==> src/rtl/mux_rr_if.sv <==
// +----------------------------------------------------------------------+
// | mux_rr_if : requester/arbiter bundle for the shared 4:1 mux channel   |
// | Rev 1.0                                                              |
// +----------------------------------------------------------------------+
`default_nettype none

interface mux_rr_if #(
  parameter int CNT_W = 4
);
  logic [3:0]       req;
  logic [3:0]       grant;
  logic             addr0;
  logic             addr1;
  logic             busy;
  logic [CNT_W-1:0] burst_cnt;

  modport master (
    output req,
    input  grant, addr0, addr1, busy, burst_cnt
  );

  modport slave (
    input  req,
    output grant, addr0, addr1, busy, burst_cnt
  );
endinterface

`default_nettype wire

==> src/rtl/mux_rr_arbiter.sv <==
// +----------------------------------------------------------------------+
// | mux_rr_arbiter : round-robin owner selection with bounded bursts for  |
// | the shared 4:1 mux; registered grant, select lines and burst count.  |
// | Rev 1.0                                                              |
// +----------------------------------------------------------------------+
`default_nettype none

module mux_rr_arbiter #(
  parameter int BURST_LEN = 4,
  parameter int CNT_W     = 4
) (
  input  wire logic clk,
  input  wire logic reset_n,
  mux_rr_if.slave   bus
);

  typedef enum logic [0:0] {
    IDLE = 1'b0,
    OWN  = 1'b1
  } state_t;

  localparam logic [CNT_W-1:0] CNT_MAX = CNT_W'(BURST_LEN);
  localparam logic [CNT_W-1:0] CNT_ONE = CNT_W'(1);

  state_t           state;
  logic [1:0]       owner;
  logic [1:0]       last_owner;
  logic [3:0]       grant_q;
  logic             addr0_q;
  logic             addr1_q;
  logic             busy_q;
  logic [CNT_W-1:0] cnt_q;

  logic [1:0]       start_idx;
  logic [1:0]       scan_idx;
  logic             found;
  logic [1:0]       win;
  logic [3:0]       win_onehot;
  logic             handover;

  // Scan from the entry after the last owner; walking the offsets downward
  // lets the nearest requester overwrite any farther one.
  always_comb begin
    start_idx = last_owner + 2'd1;
    scan_idx  = start_idx;
    found     = 1'b0;
    win       = start_idx;
    for (int i = 3; i >= 0; i--) begin
      scan_idx = start_idx + 2'(i);
      if (bus.req[scan_idx]) begin
        found = 1'b1;
        win   = scan_idx;
      end
    end
  end

  always_comb begin
    win_onehot = 4'b0001 << win;
    handover   = !bus.req[owner] || (cnt_q == CNT_MAX);
  end

  always_ff @(posedge clk or negedge reset_n) begin
    if (!reset_n) begin
      state      <= IDLE;
      owner      <= 2'd0;
      last_owner <= 2'd3;
      grant_q    <= 4'b0000;
      addr0_q    <= 1'b0;
      addr1_q    <= 1'b0;
      busy_q     <= 1'b0;
      cnt_q      <= '0;
    end else begin
      case (state)
        IDLE: begin
          if (found) begin
            state      <= OWN;
            owner      <= win;
            last_owner <= win;
            grant_q    <= win_onehot;
            addr0_q    <= win[0];
            addr1_q    <= win[1];
            busy_q     <= 1'b1;
            cnt_q      <= CNT_ONE;
          end
        end
        OWN: begin
          if (!handover) begin
            cnt_q <= cnt_q + CNT_ONE;
          end else if (found) begin
            // Direct handover, no idle gap; the owner only wins again when alone.
            owner      <= win;
            last_owner <= win;
            grant_q    <= win_onehot;
            addr0_q    <= win[0];
            addr1_q    <= win[1];
            cnt_q      <= CNT_ONE;
          end else begin
            // Select lines keep their value so the mux output stays stable.
            state   <= IDLE;
            grant_q <= 4'b0000;
            busy_q  <= 1'b0;
            cnt_q   <= '0;
          end
        end
        default: begin
          state   <= IDLE;
          grant_q <= 4'b0000;
          busy_q  <= 1'b0;
          cnt_q   <= '0;
        end
      endcase
    end
  end

  assign bus.grant     = grant_q;
  assign bus.addr0     = addr0_q;
  assign bus.addr1     = addr1_q;
  assign bus.busy      = busy_q;
  assign bus.burst_cnt = cnt_q;

  a_grant_onehot : assert property (@(posedge clk) disable iff (!reset_n)
    $onehot0(grant_q));
  a_busy_grant : assert property (@(posedge clk) disable iff (!reset_n)
    busy_q == (|grant_q));
  a_addr_match : assert property (@(posedge clk) disable iff (!reset_n)
    busy_q |-> grant_q[{addr1_q, addr0_q}]);
  a_cnt_bound : assert property (@(posedge clk) disable iff (!reset_n)
    cnt_q <= CNT_MAX);

endmodule

`default_nettype wire

==> src/flat_wrapper.sv <==
// flat-port wrapper written by rule: the top's interface ports become plain ports
module mux_rr_arbiter_flat 
#(
  parameter int BURST_LEN = 4,
  parameter int CNT_W     = 4
)
  (clk, reset_n, bus_req, bus_grant, bus_addr0, bus_addr1, bus_busy, bus_burst_cnt);
  mux_rr_if #(.CNT_W(CNT_W)) bus_i ();
  input  wire logic clk;
  input  wire logic reset_n;
  input wire logic [$bits(bus_i.req)-1:0] bus_req;
  output wire logic [$bits(bus_i.grant)-1:0] bus_grant;
  output wire logic [$bits(bus_i.addr0)-1:0] bus_addr0;
  output wire logic [$bits(bus_i.addr1)-1:0] bus_addr1;
  output wire logic [$bits(bus_i.busy)-1:0] bus_busy;
  output wire logic [$bits(bus_i.burst_cnt)-1:0] bus_burst_cnt;
  assign bus_i.req = bus_req;
  assign bus_grant = bus_i.grant;
  assign bus_addr0 = bus_i.addr0;
  assign bus_addr1 = bus_i.addr1;
  assign bus_busy = bus_i.busy;
  assign bus_burst_cnt = bus_i.burst_cnt;
  mux_rr_arbiter #(.BURST_LEN(BURST_LEN), .CNT_W(CNT_W)) u_core (.clk(clk), .reset_n(reset_n), .bus(bus_i));
endmodule
==> config.mk <==
export PLATFORM = sky130hd
export DESIGN_NAME = mux_rr_arbiter_flat
export DESIGN_NICKNAME = d
export VERILOG_FILES = /design/src/rtl/mux_rr_if.sv /design/src/rtl/mux_rr_arbiter.sv /design/src/flat_wrapper.sv
export SDC_FILE = /design/constraint.sdc
export NUM_CORES = 1
export LEC_CHECK = 0
export CAP_MARGIN = 40
export CELL_PAD_IN_SITES_DETAIL_PLACEMENT = 1
export CELL_PAD_IN_SITES_GLOBAL_PLACEMENT = 2
export CORE_MARGIN = 1.5
export CORE_UTILIZATION = 35
export CTS_BUF_LIST = sky130_fd_sc_hd__clkbuf_8
export DETAILED_ROUTE_END_ITERATION = 8
export GPL_ROUTABILITY_DRIVEN = 0
export HOLD_SLACK_MARGIN = 0.12
export PLACE_DENSITY = 0.9
export SETUP_SLACK_MARGIN = 0.15
export SLEW_MARGIN = 15
export SYNTH_ARGS = -nofsm -noshare
export SYNTH_HDL_FRONTEND = slang
export SYNTH_SLANG_ARGS = --single-unit
==> constraint.sdc <==
create_clock -name clk -period 3.5 [get_ports clk]
set_input_delay 0.7 -clock clk [delete_from_list [all_inputs] [get_ports clk]]
set_output_delay 0.7 -clock clk [all_outputs]
set_load 0.005 [all_outputs]
==> results.cfg <==
[run_status]
outcome = finished, final reports clean

[worst_setup_path]
crit_fanout = 8
cp-start-kind = input port
reg2reg_from = u_core.owner[0]
cp.required_ps = 3630
critPathKind = input port to flop
arrival_ps = 2500
r2r-end = u_core.owner[0]
reg2reg_depth = 3
r2r_slack_ps = 1760
critPathCaptureType = flop

[global_route]
grt_max_degree = 15
grt_pass1_wl_mm = 3.243
grt_use_total_pct = 17.60
grt_antenna_before_repair = 0
grt_overflow = 0
grt_pass1_vias = 670

[synth]
synthArstFlopShare_pct = 100.0
synth-seq-cells = 14
synth_edf_count = 0
yosys-top-cells-area = dfrtp_1 38%, dfstp_2 6.7%, inv_1 3.8%
ys.flop_type = dfrtp_1
syn-instance-count = 69
syn-num-nets = 77
syn_avg_cell_area_um2 = 11.35
yosysWarnings = 0
synthDistinctLibCells = 35
synth.top_cell.area_share_pct = 38.34
yosys.area.top_type = dfrtp_1
yosysSeqAreaShare_pct = 45.05
synth_area_um2 = 783.3

[min_path]
min_path_cells = 1
hp-class = flop to flop
hold_start = u_core.bus.grant[1]
hold_path_end = u_core.bus.grant[1]

[clock_tree]
hold_buffers = 0
cts_buffers = 3
cts.sinks = 14
path_clk_slew_ps = 60
cts_setup_buffers = 0
clock_latency_ps = 250
cts_resized = 0
cts.htree.levels = 1
cts.path.max_buffers = 2
cts-root-buf = clkbuf_8
cts_tree = built

[floorplanning]
die_area_um2 = 2531
coreArea_um2 = 2042
die_h_um = 50.31
io_pins = 17
start_util_pct = 38.36
rows = 16
die_w_um = 50.31

[sta]
maxSlewViolCount = 0
setup_violations = 0
fin_crit_ps = 2366
max_freq_mhz = 422.6
slew_headroom_pct = 56.58
fin_tns_setup_ps = 0
timing.final.hold_violations = 0
skew_ps = 2.872
rsz0062_at_grt = false
fin_crit_sh_pct = 67.61
worstMarginPinSlew_ps = 649.3

[placed_design]
dpl-instance-area_um2 = 977.2
hpwl_mm = 1.341
portBuffers = 16

[route]
via_per_inst = 5.388
drc_errors = 0
dr_total_vias = 625
firstDrtPassIters = 3
drtAntennaViolNets = 0
wl_per_cell_um = 15.43
drt-initial-drc-count = 6
routed_wl_mm = 1.790

[power_and_ir_drop]
leakage_uw = 0.0004402
vdd_drop_max_v = 0.0004392
p_per_area_nw_per_um2 = 846.8

[finish]
drive_gt1_share_pct = 16.85
diodes = 0
finalInstanceArea_um2 = 1032
fillers = 243
nets = 98
layout_commonest_cell = clkdlybuf4s50_1
final_cell_mix = 16 x clkdlybuf4s50_1, 12 x dfrtp_1, 8 x inv_1, 5 x o21ai_0, 4 x clkbuf_8
areaGrowthSynthToFinish_pct = 31.79

[job]
max_cap_viol_count = 0
## stage by stage
| stage | hold slack [ps] | utilization (%) | power, uW | instances | setup slack [ps] |
|---|---|---|---|---|---|
| 2_1_floorplan | 404.4 | - | 547.0 | 69 | 1571 |
| 3_3_place_gp | 480.4 | 47.86 | 714.2 | 112 | 880.6 |
| 3_5_place_dp | 486.3 | 47.86 | 720.5 | 112 | 882.2 |
| 6_report | 496.6 | 50.55 | 874.1 | 116 | 1134 |
| 5_1_grt | 518.7 | 50.55 | 949.5 | 116 | 981.4 |
| 4_1_cts | 500.3 | 50.55 | 889.2 | 116 | 1137 |
## sequential cells by signal, indices dropped and copies added (netlist names)
name and cells:
u_core.bus.burst_cnt 4, u_core.owner 2, u_core.bus.grant 4, u_core.bus.busy 1, u_core.last_owner 2, u_core.state 1
## report_power, final
group	internal [uW]	switching, uW
clock	99.7	59.5
sequential	235	65.3
combinational	238	177
## critical path, stage by stage
cell and delay [ps]:
clkdlybuf4s50_1 550, mux4_2 590, a31oi_4 340, mux2_4 330
## area by class of cell
cell class                 count  area (um^2)  share of cell area, %
multi-input combinational     47        400.4                  38.79
clock buffer                   4        55.05                  5.333
tap                           27        33.78                  3.273
inverter                       8        30.03                  2.909
timing repair buffer          16        160.2                  15.52
sequential                    14        352.8                  34.18
## logic make-up after synthesis
kind of cell / after synthesis / synth area share (%)
buf+inv: 8 / 3.834
fa+ha+maj: 3 / 4.472
flops: 14 / 45.05
simple gates: 14 / 12.94
xor+xnor: 1 / 1.118
mux: 4 / 7.987
compound gates: 25 / 24.60
## routing by layer
metal / share of wire, % / wire length (um) / vias to the layer above / track usage, %
met5: 0 / 0 / - / 0
li1: - / - / 302 / -
met3: 3.0 / 53 / 5 / 4.464
met1: 51 / 913 / 306 / 23.82
met4: 1.8 / 32 / 0 / 6.757
met2: 44 / 791 / 12 / 26.97
## worst max path at each step
| stage | slack, ps | startpoint | end |
|---|---|---|---|
| 6_report | 1130 | bus_req[3] | u_core.owner[0] |
| 3_3_place_gp | 880 | bus_req[3] | u_core.owner[0] |
| 4_1_cts | 1140 | bus_req[3] | u_core.owner[0] |
| 2_1_floorplan | 1570 | bus_req[3] | u_core.owner[0] |
| 3_5_place_dp | 880 | bus_req[3] | u_core.owner[0] |
| 5_1_grt | 980 | bus_req[0] | u_core.bus.grant[0] |
## synth_stat cells, types with 2 or more instances
cell,count
dfrtp_1,12
o21ai_0,5
nor2_1,3
a21oi_1,2
ha_1,2
inv_1,8
o22ai_1,3
o21bai_1,2
or2b_1,2
nand3_1,2
a32o_1,2
mux2_4,2
dfstp_2,2
Note: power is estimated with default switching activity, not from simulation.
==> RTL change 1, RTL diff (same flow settings) <==
`CNT_W` is set to 4 in 3 places; all go to 3.
--- a/src/rtl/mux_rr_if.sv
+++ b/src/rtl/mux_rr_if.sv
@@ -7,3 +7,3 @@
 interface mux_rr_if #(
-  parameter int CNT_W = 4
+  parameter int CNT_W = 3
 );
--- a/src/rtl/mux_rr_arbiter.sv
+++ b/src/rtl/mux_rr_arbiter.sv
@@ -9,3 +9,3 @@
   parameter int BURST_LEN = 4,
-  parameter int CNT_W     = 4
+  parameter int CNT_W     = 3
 ) (
--- a/src/flat_wrapper.sv
+++ b/src/flat_wrapper.sv
@@ -4,3 +4,3 @@
   parameter int BURST_LEN = 4,
-  parameter int CNT_W     = 4
+  parameter int CNT_W     = 3
 )
Ports: changed (resized bus_burst_cnt); port bits go from 17 to 16. No check against the original RTL was run, so the function may have changed too.
==> RTL change 1 against the original RTL <==
Clock power down 18%. First-iteration DRC count up 17%. Cell area down 10%. Worst setup slack better by 130 ps. Critical path type unchanged. Power down 10%. Area after synthesis down 8.6%. Sequential cell count down 1. Die area down 8.1%. Routed wire length down 6.9%. Largest power group unchanged.
==> RTL change 1: results (changes against the original RTL) <==
| Metric | Value |
|---|---|
| HP Start | u_core.bus.grant[3] |
| Drt pass-1 iters | 4 (+1) |
| Vias per cell | 5.33 (-1.1%) |
| Critical path fanouts, max | 7 (-1) |
| Repair and plain buffers | 15 (-1) |
| Multi-input combinational area share | 37.6% (-1.2 points) |
| Vias in the first global route | 566 (-16%) |
| DIE WIDTH | 48.2 um (-4.1%) |
| 1st-iter DRT viols | 7 (+1) |
| Grt met2 use | 25.3% (-1.7 points) |
| Final nets | 94 (-4.1%) |
| Multiplexer area fraction after synthesis | 3.15% (-4.8 points) |
| Routed metal-1 wirelength | 772 um (-15%) |
| Mapped Nets | 76 (-1.3%) |
| Family with the most delay on the worst path | compound AO/OA/AOI/OAI gates |
| R2R Path Start | u_core.last_owner[0] |
| Reg2reg path depth | 4 (+1) |
| Setup WS pre-CTS | 1030 ps (+145 ps) |
| Pleak | 0.377 nW (-14%) |
| Worst Setup SP | bus_req[2] |
| Final Util | 47.8% (-2.7 points) |
| CLK BUF | 3 (-1) |
| Worst R2R End | u_core.bus.grant[2] |
| Largest net degree at the start of global routing | 14 (-1) |
| Clk_skew | 2.54 ps (-0.332 ps) |
| First-pass GRT wire length | 2510 um (-23%) |
| Synth Register Bits | 13 (-1) |
| Status | completed |
| IO buf count | 15 (-1) |
| Non-filler cells, final | 112 (-3.4%) |
| Compound-cell area share of the yosys netlist | 28.0% (+3.4 points) |
| Met3 GRT Util | 3.33% (-1.1 points) |
| Worst R2R Setup Slack | 1680 ps (-80 ps) |
| Mapped Cells | 68 (-1.4%) |
| Fillers | 244 (+0.41%) |
| Signal buf overhead | 16.2% (+0.66 points) |
-- RTL change 1: changes by cell type in the layout (fill, tap and decap cells not counted), sizes merged, moves of 2 or more --
cell,before,now
nor2,3,7
o21ai,7,2
nand2,1,3
a32o,2,4
a221oi,0,2
o22ai,3,1
a21oi,2,6
mux2,2,0
-- RTL change 1: report_power, final --
part / switching (mW) / internal, mW / total (mW)
Combinational: 0.168 / 0.204 / 0.372
Sequential: 0.0643 / 0.221 / 0.285
Clock: 0.0525 / 0.0774 / 0.130
Total: 0.285 / 0.502 / 0.787
-- RTL change 1: worst max-delay path by stage --
stage	slack [ps]	to	depth (start not counted)
after floorplan	1730	u_core.bus.grant[0]	4
after global placement	1060	u_core.bus.grant[1]	4
after detailed placement	1030	u_core.bus.grant[2]	4
after CTS	1270	u_core.bus.grant[1]	4
after global routing	1120	u_core.bus.grant[1]	5
final	1260	u_core.bus.grant[2]	4
==> RTL change 2, RTL diff (same settings) <==
Made on the original files. Reset style: synchronous (`reset_n`), changed in one clocked block.
--- a/src/rtl/mux_rr_arbiter.sv
+++ b/src/rtl/mux_rr_arbiter.sv
@@ -61,3 +61,3 @@
 
-  always_ff @(posedge clk or negedge reset_n) begin
+  always_ff @(posedge clk) begin
     if (!reset_n) begin
Function: differs if reset_n is asserted again (counterexample within 4 cycles, from zero or initial values and one cycle with reset_n low); with reset_n held inactive, the same outputs for 10 cycles.
==> RTL change 2 against the original RTL <==
Critical path depth rose by 1. Critical endpoint is now u_core.bus.grant[1]. Highest routed layer unchanged. Routed wire length rose by 16%. Sequential share of layout area fell by 5.7 points. Die area rose by 1.4%. Area after synthesis rose by 1.4%. Largest cell class unchanged. Utilization fell by 5.2 points. Worst setup slack got worse by 3.4 ps. Sequential cell count did not move. Register-to-register slack improved by 80 ps. Worst hold slack got worse by 4.3 ps. Cell area fell by 4.6%.
Power is not compared: it rests on default switching activity, and its combinational part moved more than twofold at a synthesized area within 25%.
==> RTL change 2: results (changes against the original RTL) <==
| Metric | Value |
|---|---|
| Status | completed |
| Worst hold slack | 492 ps (-4.34 ps) |
| First-pass GRT wire length | 3440 um (+6.2%) |
| 1st-iter DRT viols | 4 (-2) |
| Synth Area in XOR/XNOR | 2.20% (+1.1 points) |
| Reg2reg path depth | 4 (+1) |
| Pleak | 0.370 nW |
| Minimum clock period | 2370 ps (+3.41 ps) |
| Avg Cell Area, Syn | 9.24 um^2 (-19%) |
| Inverters | 6 (-2) |
| Worst slew pin tran | 417 ps (-232 ps) |
| Largest net degree at the start of global routing | 12 (-3) |
| Setup WS pre-CTS | 864 ps (-18.1 ps) |
| Die area | 2560 um^2 (+1.4%) |
| Initial antenna violation count | 0 (unchanged) |
| Comb_multi_in | 60 (+28%) |
| HP Start | u_core.bus.grant[3] |
| Sequential area share after synthesis | 35.3% (-9.8 points) |
| Repair and plain buffers | 17 (+1) |
| Post-synth ARST share | 0% (-100 points) |
| Drt pass-1 iters | 4 (+1) |
| R2R Path Start | u_core.owner[0] |
| Multi-input combinational area share | 44.5% (+5.7 points) |
| Layout cells sized above 1 | 11.0% (-5.9 points) |
| Worst Setup SP | bus_req[0] |
| Placed Area | 943 um^2 (-3.5%) |
| Mapped Nets | 94 (+22%) |
| Clk cell area share | 4.19% (-1.1 points) |
| Critical path fanouts, max | 10 (+2) |
| Worst R2R Setup Slack | 1840 ps (+80 ps) |
| Sequential cells | 14 (unchanged) |
| Signal buf overhead | 17.0% (+1.5 points) |
| Top cells by area, synth | dfxtp_1 (35%), buf_6 (5.7%), a32o_1 (5.0%), a21oi_1 (4.4%), nor2b_1 (3.9%) |
| Non-filler cells, final | 128 (+10%) |
| Synth cell types | 36 (+2.9%) |
| Prevailing post-synth register cell | dfxtp_1 |
| Register Area | 280 um^2 (-21%) |
| Critical path endpoint | u_core.bus.grant[1] |
| HPWL Detailed | 1570 um (+17%) |
| GR Util All Layers | 18.3% (+0.68 points) |
| Post-synth top cells | dfxtp_1 (14), a21oi_1 (7), nor2_1 (7), inv_1 (6), nor2b_1 (5) |
| Clk_skew | 2.70 ps (-0.176 ps) |
| Compound-cell area share of the yosys netlist | 29.6% (+5.0 points) |
| Vias in the first global route | 713 (+6.4%) |
RTL change 2: cell types whose count changed after synthesis, moves of 4 or more:
| cell | unedited run | this run |
|---|---|---|
| nor2b_1 | 0 | 5 |
| nor2_1 | 3 | 7 |
| dfrtp_1 | 12 | 0 |
| dfxtp_1 | 0 | 14 |
| a21oi_1 | 2 | 7 |
| buf_6 | 0 | 4 |
RTL change 2: metal layers:
metal / track usage, % / vias to the layer above / wire length (um)
met1: 23.7 / 345 / 957
met2: 29.8 / 11 / 1040
li1: - / 350 / -
met3: 4.76 / 5 / 52
met4: 5.41 / 0 / 29
met5: 0 / - / 0
RTL change 2: logic make-up after synthesis:
family                   count (synthesis)
AND/OR/NAND/NOR                         23
AO/OA/AOI/OAI                           32
buffers and inverters                   12
XOR/XNOR                                 2
adder cells (fa/ha/maj)                  2
flip-flops                              14
multiplexers                             1
RTL change 2: critical path, cell delays in order:
cell	delay, ps
clkdlybuf4s50_1	580
or4_4	650
nor2_1	290
o21a_1	200
a32o_1	130
